### config.mk
export PLATFORM = sky130hd
export DESIGN_NAME = window_gen_l1_flat
export DESIGN_NICKNAME = d
export VERILOG_FILES = /design/src/rtl/window_gen_l1_pkg.sv /design/src/rtl/window_gen_l1_if.sv /design/src/rtl/window_gen_l1_row_delay_en.sv /design/src/rtl/window_gen_l1.sv /design/src/flat_wrapper.sv
export SDC_FILE = /design/constraint.sdc
export NUM_CORES = 1
export LEC_CHECK = 0
export CAP_MARGIN = 20
export CELL_PAD_IN_SITES_DETAIL_PLACEMENT = 1
export CELL_PAD_IN_SITES_GLOBAL_PLACEMENT = 1
export CORE_ASPECT_RATIO = 1.1
export CORE_MARGIN = 10
export CORE_UTILIZATION = 53
export DETAILED_ROUTE_END_ITERATION = 10
export GPL_TIMING_DRIVEN = 1
export HOLD_SLACK_MARGIN = 0.08
export PLACE_DENSITY_LB_ADDON = 0.1
export SLEW_MARGIN = 20
export SYNTH_ARGS = -nofsm -noshare
export SYNTH_HDL_FRONTEND = slang
export SYNTH_SLANG_ARGS = --single-unit
### constraint.sdc
create_clock -name clk -period 34 [get_ports clk]
set_clock_uncertainty 0.15 [all_clocks]
set_input_delay 10.2 -clock clk [delete_from_list [all_inputs] [get_ports clk]]
set_output_delay 10.2 -clock clk [all_outputs]
set_load 0.01 [all_outputs]
### src/rtl/window_gen_l1_pkg.sv
// Shared constants and helpers for the layer-1 3x3 window generator.
// Counter widths come from cnt_w() so that every image dimension gets at least one bit.
package window_pkg;

    localparam int K          = 3;
    localparam int DEF_DATA_W = 16;
    localparam int DEF_IMG_W  = 28;
    localparam int DEF_IMG_H  = 28;
    localparam int DEF_COL_W  = $clog2(DEF_IMG_W);
    localparam int DEF_ROW_W  = $clog2(DEF_IMG_H);

    function automatic int cnt_w(input int n);
        return (n < 2) ? 1 : $clog2(n);
    endfunction

    // Flat element index of window position (r,c); r0 is the oldest row, c0 the leftmost column.
    function automatic int win_idx(input int r, input int c);
        return r * K + c;
    endfunction

endpackage

### src/rtl/window_gen_l1_if.sv
// Pixel-in / window-out stream bundle for window_gen_l1.
// The master modport is the environment side, the slave modport is the generator.
interface window_gen_l1_if
    import window_pkg::*;
#(
    parameter int DATA_W = DEF_DATA_W
) ();

    logic                      in_valid;
    logic                      in_ready;
    logic [DATA_W-1:0]         in_data;
    logic                      out_valid;
    logic                      out_ready;
    logic [K*K*DATA_W-1:0]     out_win;
    logic                      out_last;

    modport master (
        output in_valid, in_data, out_ready,
        input  in_ready, out_valid, out_win, out_last
    );

    modport slave (
        input  in_valid, in_data, out_ready,
        output in_ready, out_valid, out_win, out_last
    );

endinterface

### src/rtl/window_gen_l1_row_delay_en.sv
// DEPTH-stage, DATA_W-wide shift line advancing only when i_en is high.
// Output is the sample written DEPTH enabled cycles earlier.
module row_delay_en #(
    parameter int DATA_W = 16,
    parameter int DEPTH  = 28
) (
    input  logic              clk,
    input  logic              i_en,
    input  logic [DATA_W-1:0] i_data,
    output logic [DATA_W-1:0] o_data
);

    logic [DATA_W-1:0] r_sr [DEPTH];

    // NOTE: storage arrays are deliberately left out of reset; a valid window only
    // forms after two full rows have been written, so stale contents never escape.
    always_ff @(posedge clk) begin
        if (i_en) begin
            r_sr[0] <= i_data;
            for (int i = 1; i < DEPTH; i++) begin
                r_sr[i] <= r_sr[i-1];
            end
        end
    end

    assign o_data = r_sr[DEPTH-1];

endmodule

### src/rtl/window_gen_l1.sv
// Layer-1 3x3 sliding-window generator: two row delays align three raster rows and a
// single-entry output stage emits one window per fully-interior pixel position.
module window_gen_l1
    import window_pkg::*;
#(
    parameter int DATA_W = DEF_DATA_W,
    parameter int IMG_W  = DEF_IMG_W,
    parameter int IMG_H  = DEF_IMG_H
) (
    input  logic            clk,
    input  logic            rst,
    window_gen_l1_if.slave  bus
);

    localparam int COL_W = cnt_w(IMG_W);
    localparam int ROW_W = cnt_w(IMG_H);

    logic [COL_W-1:0]  r_col;
    logic [ROW_W-1:0]  r_row;
    logic [DATA_W-1:0] r_win [K][K];
    logic              r_out_valid;
    logic              r_out_last;

    logic              w_accept;
    logic              w_col_end;
    logic              w_row_end;
    logic              w_emit;
    logic              w_last_px;
    logic [DATA_W-1:0] w_tap [K];

    // The output stage is a single register, so a new pixel is taken only if it is empty or draining.
    assign bus.in_ready = !rst && (!r_out_valid || bus.out_ready);
    assign w_accept     = bus.in_valid && bus.in_ready;

    assign w_col_end = (r_col == COL_W'(IMG_W - 1));
    assign w_row_end = (r_row == ROW_W'(IMG_H - 1));
    assign w_emit    = w_accept && (r_row >= ROW_W'(2)) && (r_col >= COL_W'(2));
    assign w_last_px = w_accept && w_row_end && w_col_end;

    assign w_tap[0] = bus.in_data;

    row_delay_en #(.DATA_W(DATA_W), .DEPTH(IMG_W)) u_dly0 (
        .clk    (clk),
        .i_en   (w_accept),
        .i_data (w_tap[0]),
        .o_data (w_tap[1])
    );

    row_delay_en #(.DATA_W(DATA_W), .DEPTH(IMG_W)) u_dly1 (
        .clk    (clk),
        .i_en   (w_accept),
        .i_data (w_tap[1]),
        .o_data (w_tap[2])
    );

    always_ff @(posedge clk) begin
        if (rst) begin
            r_col <= '0;
            r_row <= '0;
        end else if (w_accept) begin
            if (w_col_end) begin
                r_col <= '0;
                r_row <= w_row_end ? '0 : r_row + ROW_W'(1);
            end else begin
                r_col <= r_col + COL_W'(1);
            end
        end
    end

    // Window rows shift left on every accept, so row-edge pixels flush the previous row's columns.
    always_ff @(posedge clk) begin
        if (rst) begin
            for (int r = 0; r < K; r++) begin
                for (int c = 0; c < K; c++) begin
                    r_win[r][c] <= '0;
                end
            end
        end else if (w_accept) begin
            for (int r = 0; r < K; r++) begin
                r_win[r][0] <= r_win[r][1];
                r_win[r][1] <= r_win[r][2];
                r_win[r][2] <= w_tap[K-1-r];
            end
        end
    end

    always_ff @(posedge clk) begin
        if (rst) begin
            r_out_valid <= 1'b0;
            r_out_last  <= 1'b0;
        end else if (w_accept) begin
            r_out_valid <= w_emit;
            r_out_last  <= w_last_px;
        end else if (bus.out_ready) begin
            r_out_valid <= 1'b0;
            r_out_last  <= 1'b0;
        end
    end

    // NOTE: combinational blocks take a full default before the loop so no latch can form.
    always_comb begin
        bus.out_win = '0;
        for (int r = 0; r < K; r++) begin
            for (int c = 0; c < K; c++) begin
                bus.out_win[win_idx(r, c)*DATA_W +: DATA_W] = r_win[r][c];
            end
        end
    end

    assign bus.out_valid = r_out_valid;
    assign bus.out_last  = r_out_last;

endmodule

### src/flat_wrapper.sv
// flat-port wrapper written by rule: the top's interface ports become plain ports
module window_gen_l1_flat import window_pkg::*;
#(
    parameter int DATA_W = DEF_DATA_W,
    parameter int IMG_W  = DEF_IMG_W,
    parameter int IMG_H  = DEF_IMG_H
)
  (clk, rst, bus_in_valid, bus_in_data, bus_out_ready, bus_in_ready, bus_out_valid, bus_out_win, bus_out_last);
  window_gen_l1_if #(.DATA_W(DATA_W)) bus_i ();
  input  logic clk;
  input  logic rst;
  input wire logic [$bits(bus_i.in_valid)-1:0] bus_in_valid;
  input wire logic [$bits(bus_i.in_data)-1:0] bus_in_data;
  input wire logic [$bits(bus_i.out_ready)-1:0] bus_out_ready;
  output wire logic [$bits(bus_i.in_ready)-1:0] bus_in_ready;
  output wire logic [$bits(bus_i.out_valid)-1:0] bus_out_valid;
  output wire logic [$bits(bus_i.out_win)-1:0] bus_out_win;
  output wire logic [$bits(bus_i.out_last)-1:0] bus_out_last;
  assign bus_i.in_valid = bus_in_valid;
  assign bus_i.in_data = bus_in_data;
  assign bus_i.out_ready = bus_out_ready;
  assign bus_in_ready = bus_i.in_ready;
  assign bus_out_valid = bus_i.out_valid;
  assign bus_out_win = bus_i.out_win;
  assign bus_out_last = bus_i.out_last;
  window_gen_l1 #(.DATA_W(DATA_W), .IMG_W(IMG_W), .IMG_H(IMG_H)) u_core (.clk(clk), .rst(rst), .bus(bus_i));
endmodule
Yosys cells after proc, flatten, opt, wreduce, memory -nomap -nowiden
Memory sizes are Yosys's and may differ from the RTL's.
Cells that the tools add are included.
Widths: inputs -> output; s select.

word-level totals
  register bits after elaboration = 12
  bits in writable memories = 1040
  logic and storage cells = 53
  memories = 3

operators by class
  $add $sub $neg = 2
  magnitude comparators = 2
  equality and inequality tests = 2
  mux-type cells = 20
  bitwise operators = 9
  reduce and logical (&&, ||, !) cells = 11

memory list
  memory              depth  bits a word  rd ports  clocked after memory_dff  write ports  line                              RTL
  u_core.u_dly0.r_sr  28     16           28        0                         28           window_gen_l1_row_delay_en.sv:13  logic [DATA_W-1:0] r_sr [DEPTH];
  u_core.u_dly1.r_sr  28     16           28        0                         28           window_gen_l1_row_delay_en.sv:13
  u_core.r_win        3      48           3         0                         3            window_gen_l1.sv:20               logic [DATA_W-1:0] r_win [K][K];

operators by type and width
  operator             count
  $mux 16              9
  $add 5x1->5 const B  2
  $eq 5x5->1 const B   2
  $ge 5x2->1 const B   2
  $mux 5               2
  $mux 1               9
  $or 1x1->1           9
  $logic_and 1x1->1    6
  $logic_not 1->1      2
  $reduce_and 2->1     1
  $reduce_bool 2->1    1
  $logic_or 1x1->1     1

Longest topological paths before layout
  depth after elaboration = 8
  mapped depth = 6
  depth with buffers taken out = 5

Hierarchy
A second synthesis with hierarchy kept.

second synthesis, totals
  cell total of the unflattened synthesis = 1327
  area total of the unflattened synthesis = 33153.0 sq um

modules (own cells, without submodules)
  module         instances  cells each  area each (sq um)  sequential area each (sq um)
  row_delay_en   2          464         13573.0            13452.9
  window_gen_l1  1          399         6007.0             4564.4

Worst setup path after synthesis
OpenSTA, ideal clock, no wires.

  kind = input to register
  start = input bus_in_valid
  end = register u_core.r_col[3]
  arrival time = 28930 ps
  setup slack = 4028 ps
  cell stages on the path = 5
  path buffers = 1
  path through = nor2b_1 > buf_4 > nand2_2 > inv_1 > a311oi_1

on the way
  longest elaborated chain between the ends = 1

ends and longest elaborated chain
  what                          line                             RTL
  start, declared               flat_wrapper.sv:12               input wire logic [$bits(bus_i.in_valid)-1:0] bus_in_valid;
  $logic_and 1x1->1             window_gen_l1.sv:33              assign w_accept = bus.in_valid && bus.in_ready;
  named net u_core.u_dly0.i_en  window_gen_l1_row_delay_en.sv:8  input logic i_en,
  end signal, assigned          window_gen_l1.sv:65              r_col <= r_col + COL_W'(1);
  end, declared                 window_gen_l1.sv:18              logic [COL_W-1:0] r_col;

The timed path passes the listed nets, and every way through them passes these cells.
A chain may end at the register's enable or synchronous reset.

Final worst setup path
  start = input rst
  end = output bus_in_ready

on the way
  longest elaborated chain between the ends = 2

ends and longest elaborated chain
  what               line                 RTL
  start, declared    flat_wrapper.sv:11   input logic rst;
  $logic_not 1->1    window_gen_l1.sv:32  assign bus.in_ready = !rst && (!r_out_valid || bus.out_ready);
  $logic_and 1x1->1  window_gen_l1.sv:32
  end, declared      flat_wrapper.sv:15   output wire logic [$bits(bus_i.in_ready)-1:0] bus_in_ready;

Every way passes these cells.

==> impl_metrics.ini <==
[status]
status = finished, final reports clean

[setup_path]
critical_path_arrival_ps = 11720
crit_path_top_delay_cell = clkdlybuf4s50_1
r2r_cells = 5
cp-start-kind = input pin
worstReg2RegEnd = u_core.u_dly1.r_sr[1][74]$_DFFE_PP_
worst-path-max-fanout = 14
criticalPathCategory = in2out
crit_top_cell = clkdlybuf4s50_1
regToRegSetupSlack_ps = 29720
worstReg2RegStart = u_core.bus.out_valid$_SDFFE_PP0P_
required_ps = 23650
critPathCaptureType = primary output
path_cells = clkdlybuf4s50_1 > nor2_1 > clkdlybuf4s50_1
max_stage_delay_ps = 700

[clocking]
cts.sinks = 1052
post_cts_buffers = 0
cts_buffers = 97
cts_tree = done
cts.path.max_buffers = 3
ctsHoldBuffers = 0
cts_max_level = 3
cts.clk_slew.worst_paths_ps = 60
clock-root-buffer = clkbuf_16
cts_resized = 0
insertion_delay_ps = 630

[die]
core_area_um2 = 61330
io_pins = 167
die_y_um = 281.4
die_area_um2 = 72470
fp-row-count = 95
start_util_pct = 53.66
fp.dieW_um = 257.6

[place]
dp_hpwl_mm = 24.06
gp_congestion = 0.7238
io_buffer_count = 166
pre_cts_ws_ps = 11930
place_area_um2 = 35600

[grt]
grt_max_degree = 198
grt-ovfl-total = 0
grt_pass1_vias = 12860
grt_first_pass_wirelength_mm = 73.02
antenna_found_initial = 1
grt.total_usage_pct = 12.73

[timing]
relSlewSlack_pct = 30.87
setup_violations = 0
fin_tns_setup_ps = 0
slew_violations = 0
finalCritPeriodShare_pct = 64.92
worst_pin_slew_ps = 1037
setup_ws_ps = 11930
fmax_mhz = 45.31
hold_viol = 0
post-route-min-period_ps = 22070
rsz0062_at_grt = no

[synth]
synth_edf_count = 1040
synth.area.top_cells = edfxtp_1, and3_1, dfxtp_1
syn-cell-area_um2 = 32910
synthCells = 1291
yosys_warnings = 0
synthArstFlopShare_pct = 0
ys_types = 34
ys_ff_latch = 1052
yosysTopAreaCellShare_pct = 94.89
avgSynthCellArea_um2 = 25.49
yosysSeqAreaShare_pct = 95.62
synth_flop_cell = edfxtp_1
synth_nets = 1315
yosysTopAreaCell = edfxtp_1

[worst_hold_path]
hold_end = u_core.u_dly0.r_sr[1][120]$_DFFE_PP_
hold_path_class = reg2reg
holdPathStages = 0
min_from = u_core.u_dly0.r_sr[1][104]$_DFFE_PP_

[drt]
viasPerCell = 5.055
drc = 0
num_vias = 12320
drt-initial-drc-count = 1021
ant_nets = 0
first_pass_iters = 4
routedWlPerCell_um = 19.27
wl_mm = 46.97

[layout]
fill_cells = 4895
nNetsFinal = 1557
synthToLayoutAreaGrowth_pct = 17.35
stdcell_area_um2 = 38620
drive_above_1_share_pct = 9.181

[power]
powerDensity_nw_per_um2 = 67.02
vdd_drop_max_mv = 0.03693
p_leak_uw = 0.01321

[flow_run]
max-cap-violations = 0
==> power by group <==
group / internal, uW / switching (uW)
Clock: 581 / 436
Sequential: 1490 / 17.6
Combinational: 25.8 / 42.1
==> layer usage <==
layer	share of wire, %	up-vias	track usage, %	wire [um]
met1	47	6294	18.03	22160
li1	-	5666	-	-
met3	7.1	69	4.426	3325
met2	44	294	18.15	20610
met5	0	-	0	0
met4	1.9	0	4.753	872
==> cells in the mapped netlist (3+ instances only) <==
| library cell | instances |
|---|---|
| ha_1 | 4 |
| inv_1 | 5 |
| nand2b_1 | 3 |
| nand2_1 | 9 |
| edfxtp_1 | 1040 |
| a21oi_1 | 4 |
| and3_1 | 144 |
| nor2_1 | 5 |
| clkbuf_1 | 30 |
| dfxtp_1 | 12 |
| nand3_1 | 7 |
==> worst max-delay path, delay by kind of cell <==
kind / cells / cell delay [ps]
buf+inv: 2 / 1270
simple gates: 1 / 250
==> layout make-up <==
class	count	area (um2)	area share (%)
multi-input combinational	201	1314	3.402
inverter	5	31.28	0.08099
tap	824	1031	2.670
clock inverter	48	386.6	1.001
timing repair buffer	176	1789	4.633
clock buffer	130	2594	6.716
antenna	2	5.005	0.01296
sequential	1052	31470	81.49
==> state kept, by name, summed over array words and instances (netlist names) <==
name                  cells
u_core.bus.out_valid      1
u_core.u_dly0.r_sr      448
u_core.bus.out_last       1
u_core.u_dly1.r_sr      448
u_core.r_row              5
u_core.r_win            144
u_core.r_col              5
==> cell families after synthesis <==
kind of cell / share of synthesized area (%)
AND/OR/NAND/NOR: 3.410
flip-flops: 95.62
multiplexers: 0.06463
buffers and inverters: 0.4524
adder cells (fa/ha/maj): 0.1521
AO/OA/AOI/OAI: 0.2966
==> metrics by stage <==
step	hold slack (ps)	power [uW]	std cells	util, %
global placement	250.2	1595	2257	58.04
floorplan	250.3	1595	1291	-
finish	260.4	2588	2438	62.97
CTS	266.2	2626	2435	62.89
detailed placement	255.1	1600	2257	58.04
global route	266.9	2690	2436	62.96
==> cell usage in the layout, fill, tap and decap left out, types with 2 or more instances in the layout <==
master / n
buf_6: 2
nor2_1: 5
clkinv_1: 18
clkinvlp_4: 3
a21oi_1: 4
clkdlybuf4s50_1: 166
nand2_1: 8
diode_2: 2
or4_1: 2
dfxtp_1: 12
clkinv_2: 18
clkbuf_16: 99
ha_1: 4
and3_1: 144
bufinv_16: 6
buf_4: 5
nand2b_1: 2
inv_1: 4
inv_6: 3
buf_12: 2
nand3_1: 7
o21ai_0: 2
edfxtp_1: 1040
nor3_1: 2
clkbuf_1: 31
==> how the worst max path moves through the flow <==
stage / start / to / slack [ps] / cells past startpoint
floorplan: bus_in_valid / u_core.r_col[3]$_SDFFE_PP0P_ / 4030 / 5
global placement: rst / bus_in_ready / 11940 / 3
detailed placement: rst / bus_in_ready / 11930 / 3
CTS: rst / bus_in_ready / 11910 / 3
global route: rst / bus_in_ready / 11850 / 3
finish: rst / bus_in_ready / 11930 / 3
Power figures use the tool's default switching activity.
==> RTL change: new RTL, same flow settings <==
`DEF_IMG_H`: 28 -> 56.
--- a/src/rtl/window_gen_l1_pkg.sv
+++ b/src/rtl/window_gen_l1_pkg.sv
@@ -6,5 +6,5 @@
     localparam int DEF_DATA_W = 16;
     localparam int DEF_IMG_W  = 28;
-    localparam int DEF_IMG_H  = 28;
+    localparam int DEF_IMG_H  = 56;
     localparam int DEF_COL_W  = $clog2(DEF_IMG_W);
     localparam int DEF_ROW_W  = $clog2(DEF_IMG_H);
Check against the original RTL: not settled (the Yosys comparison gave no result); the edit may change what the design does.
==> RTL change against the original RTL <==
  * Synthesized area about the same
  * Largest power group unchanged
  * Sequential share of layout area down 0.26 points
  * Power up 1.3%
  * Worst hold slack better by 1.8 ps
  * Routed wire length about the same
  * Sequential cell count up 1
  * Cell area up 0.39%
  * Worst setup slack worse by 35 ps
==> RTL change: results (changes against the original RTL) <==
status=finished clean; Pleak=13.2 nW (about the same); placed insts=2263 (+0.27%); # nets final=1563 (+0.39%); Adder-Cell Fraction of Synth Area=0.00152 (about the same); WHS=262 ps (+1.80 ps); Vias/cell=5.08 (+0.41%); Placer Congestion=0.695 (-4.0%); share of layout cells above drive strength 1=0.0951 (+0.00331); CTS Root Cell=clkbuf_16; sequential share of the synthesized area=0.956 (about the same); largest net degree at the start of global routing=206 (+4.0%); area post-placement=35600 sq um (+0.11%); Hold Path Cell Cnt=0 (unchanged); Synth Area in Compound Gates=0.00281 (-0.000155); vias=12400 (+0.62%); CTS Hold Bufs=0 (unchanged); top cells by count, synth=edfxtp_1, and3_1, clkbuf_1; Crit Path Max Fanout=6 (-8); dominant cell type by area after synthesis=edfxtp_1; Post-DP HPWL=24.7 mm (+2.5%); post-route setup slack=11890 ps (-35.4 ps); r2r setup slk=29470 ps (-250 ps); max incr delay on CP=510 ps (-190 ps); DRT iter0 DRCs=951 (-6.9%); post-synthesis mux area share=0.000304 (-0.000342); post-synth cell types=33 (-2.9%); I/O Buffers=166 (unchanged); # fillers=4879 (-0.33%); Area contributors post-synth=edfxtp_1, and3_1, dfxtp_1; Sw Ratio=0.190 (-0.00211); first-pass GRT wire length=73.9 mm (+1.2%); CTS buffer count=98 (+1.0%); clk_lat worst skew=620 ps; Worst Path Arrival=11760 ps (+40 ps); ANT cells=0 (-2); maximum VDD drop=0.0450 mV (+22%); Area Overhead vs Synth=17.7%; xor/xnor share of the synthesized area=0.000798 (+0.000798); number of global-route vias before repair=13100 (+2.2%); Slew @ Worst Pin=1100 ps (+65.9 ps); RR Endpoint=u_core.u_dly1.r_sr[0][40]; initial antenna violation count=0 (-1); Hold Path Sink=u_core.u_dly1.r_sr[0][196]; synthesized instance count=1295 (+0.31%); Worst path slowest cell=nor2b_1; WL/cell=19.2 microns (-0.26%); Hold Path Origin=u_core.u_dly1.r_sr[0][180]; Total Routing Usage GR=0.129 (+0.00119); drt first pass iters=5 (+1)
RTL change: changes by cell type in the layout (fill, tap and decap cells not counted), sizes merged, moves of 2 or more:
| cell | unedited run | this run |
|---|---|---|
| bufinv | 6 | 8 |
| clkbuf | 130 | 127 |
| clkinvlp | 3 | 6 |
| diode | 2 | 0 |
| inv | 7 | 5 |
| nand2 | 10 | 6 |
| nand3 | 7 | 4 |
| nand4 | 1 | 3 |
| nor2 | 5 | 9 |
| or3 | 0 | 2 |
| xnor2 | 0 | 2 |
RTL change: power by group through the flow:
stage / clock network (mW) / logic [mW] / registers, mW
2_1_floorplan: 0 / 0.0240 / 1.55
3_3_place_gp: 0 / 0.0672 / 1.53
3_5_place_dp: 0 / 0.0689 / 1.53
4_1_cts: 1.09 / 0.0687 / 1.51
5_1_grt: 1.15 / 0.0737 / 1.51
6_report: 1.05 / 0.0669 / 1.50
RTL change: worst max path at each step:
stage                       start            endpoint  cells past startpoint
floorplan                     rst  u_core.r_win[0][0]                      3
global placement    bus_out_ready        bus_in_ready                      4
detailed placement  bus_out_ready        bus_in_ready                      4
CTS                 bus_out_ready        bus_in_ready                      4
global route        bus_out_ready        bus_in_ready                      4
finish              bus_out_ready        bus_in_ready                      4
RTL change: critical path, delay by kind of cell:
kind / cells / cell delay, ps
simple gates: 2 / 600
buf+inv: 2 / 960
RTL change: cell type report:
type | count | area share
clock buffers | 127 | 0.0688
clock inverters | 53 | 0.0119
multi-input cells | 205 | 0.0343
flip-flops and latches | 1053 | 0.812
repair buffers | 177 | 0.0458
well taps | 824 | 0.0266
inverters | 4 | 0.000387
RTL change: routing by layer:
metal,vias to the layer above,global-route usage,wire length (microns)
li1,5700,-,-
met2,306,0.190,21000
met4,0,0.0472,916
met1,6320,0.175,21600
met5,-,0,0
met3,73,0.0457,3440
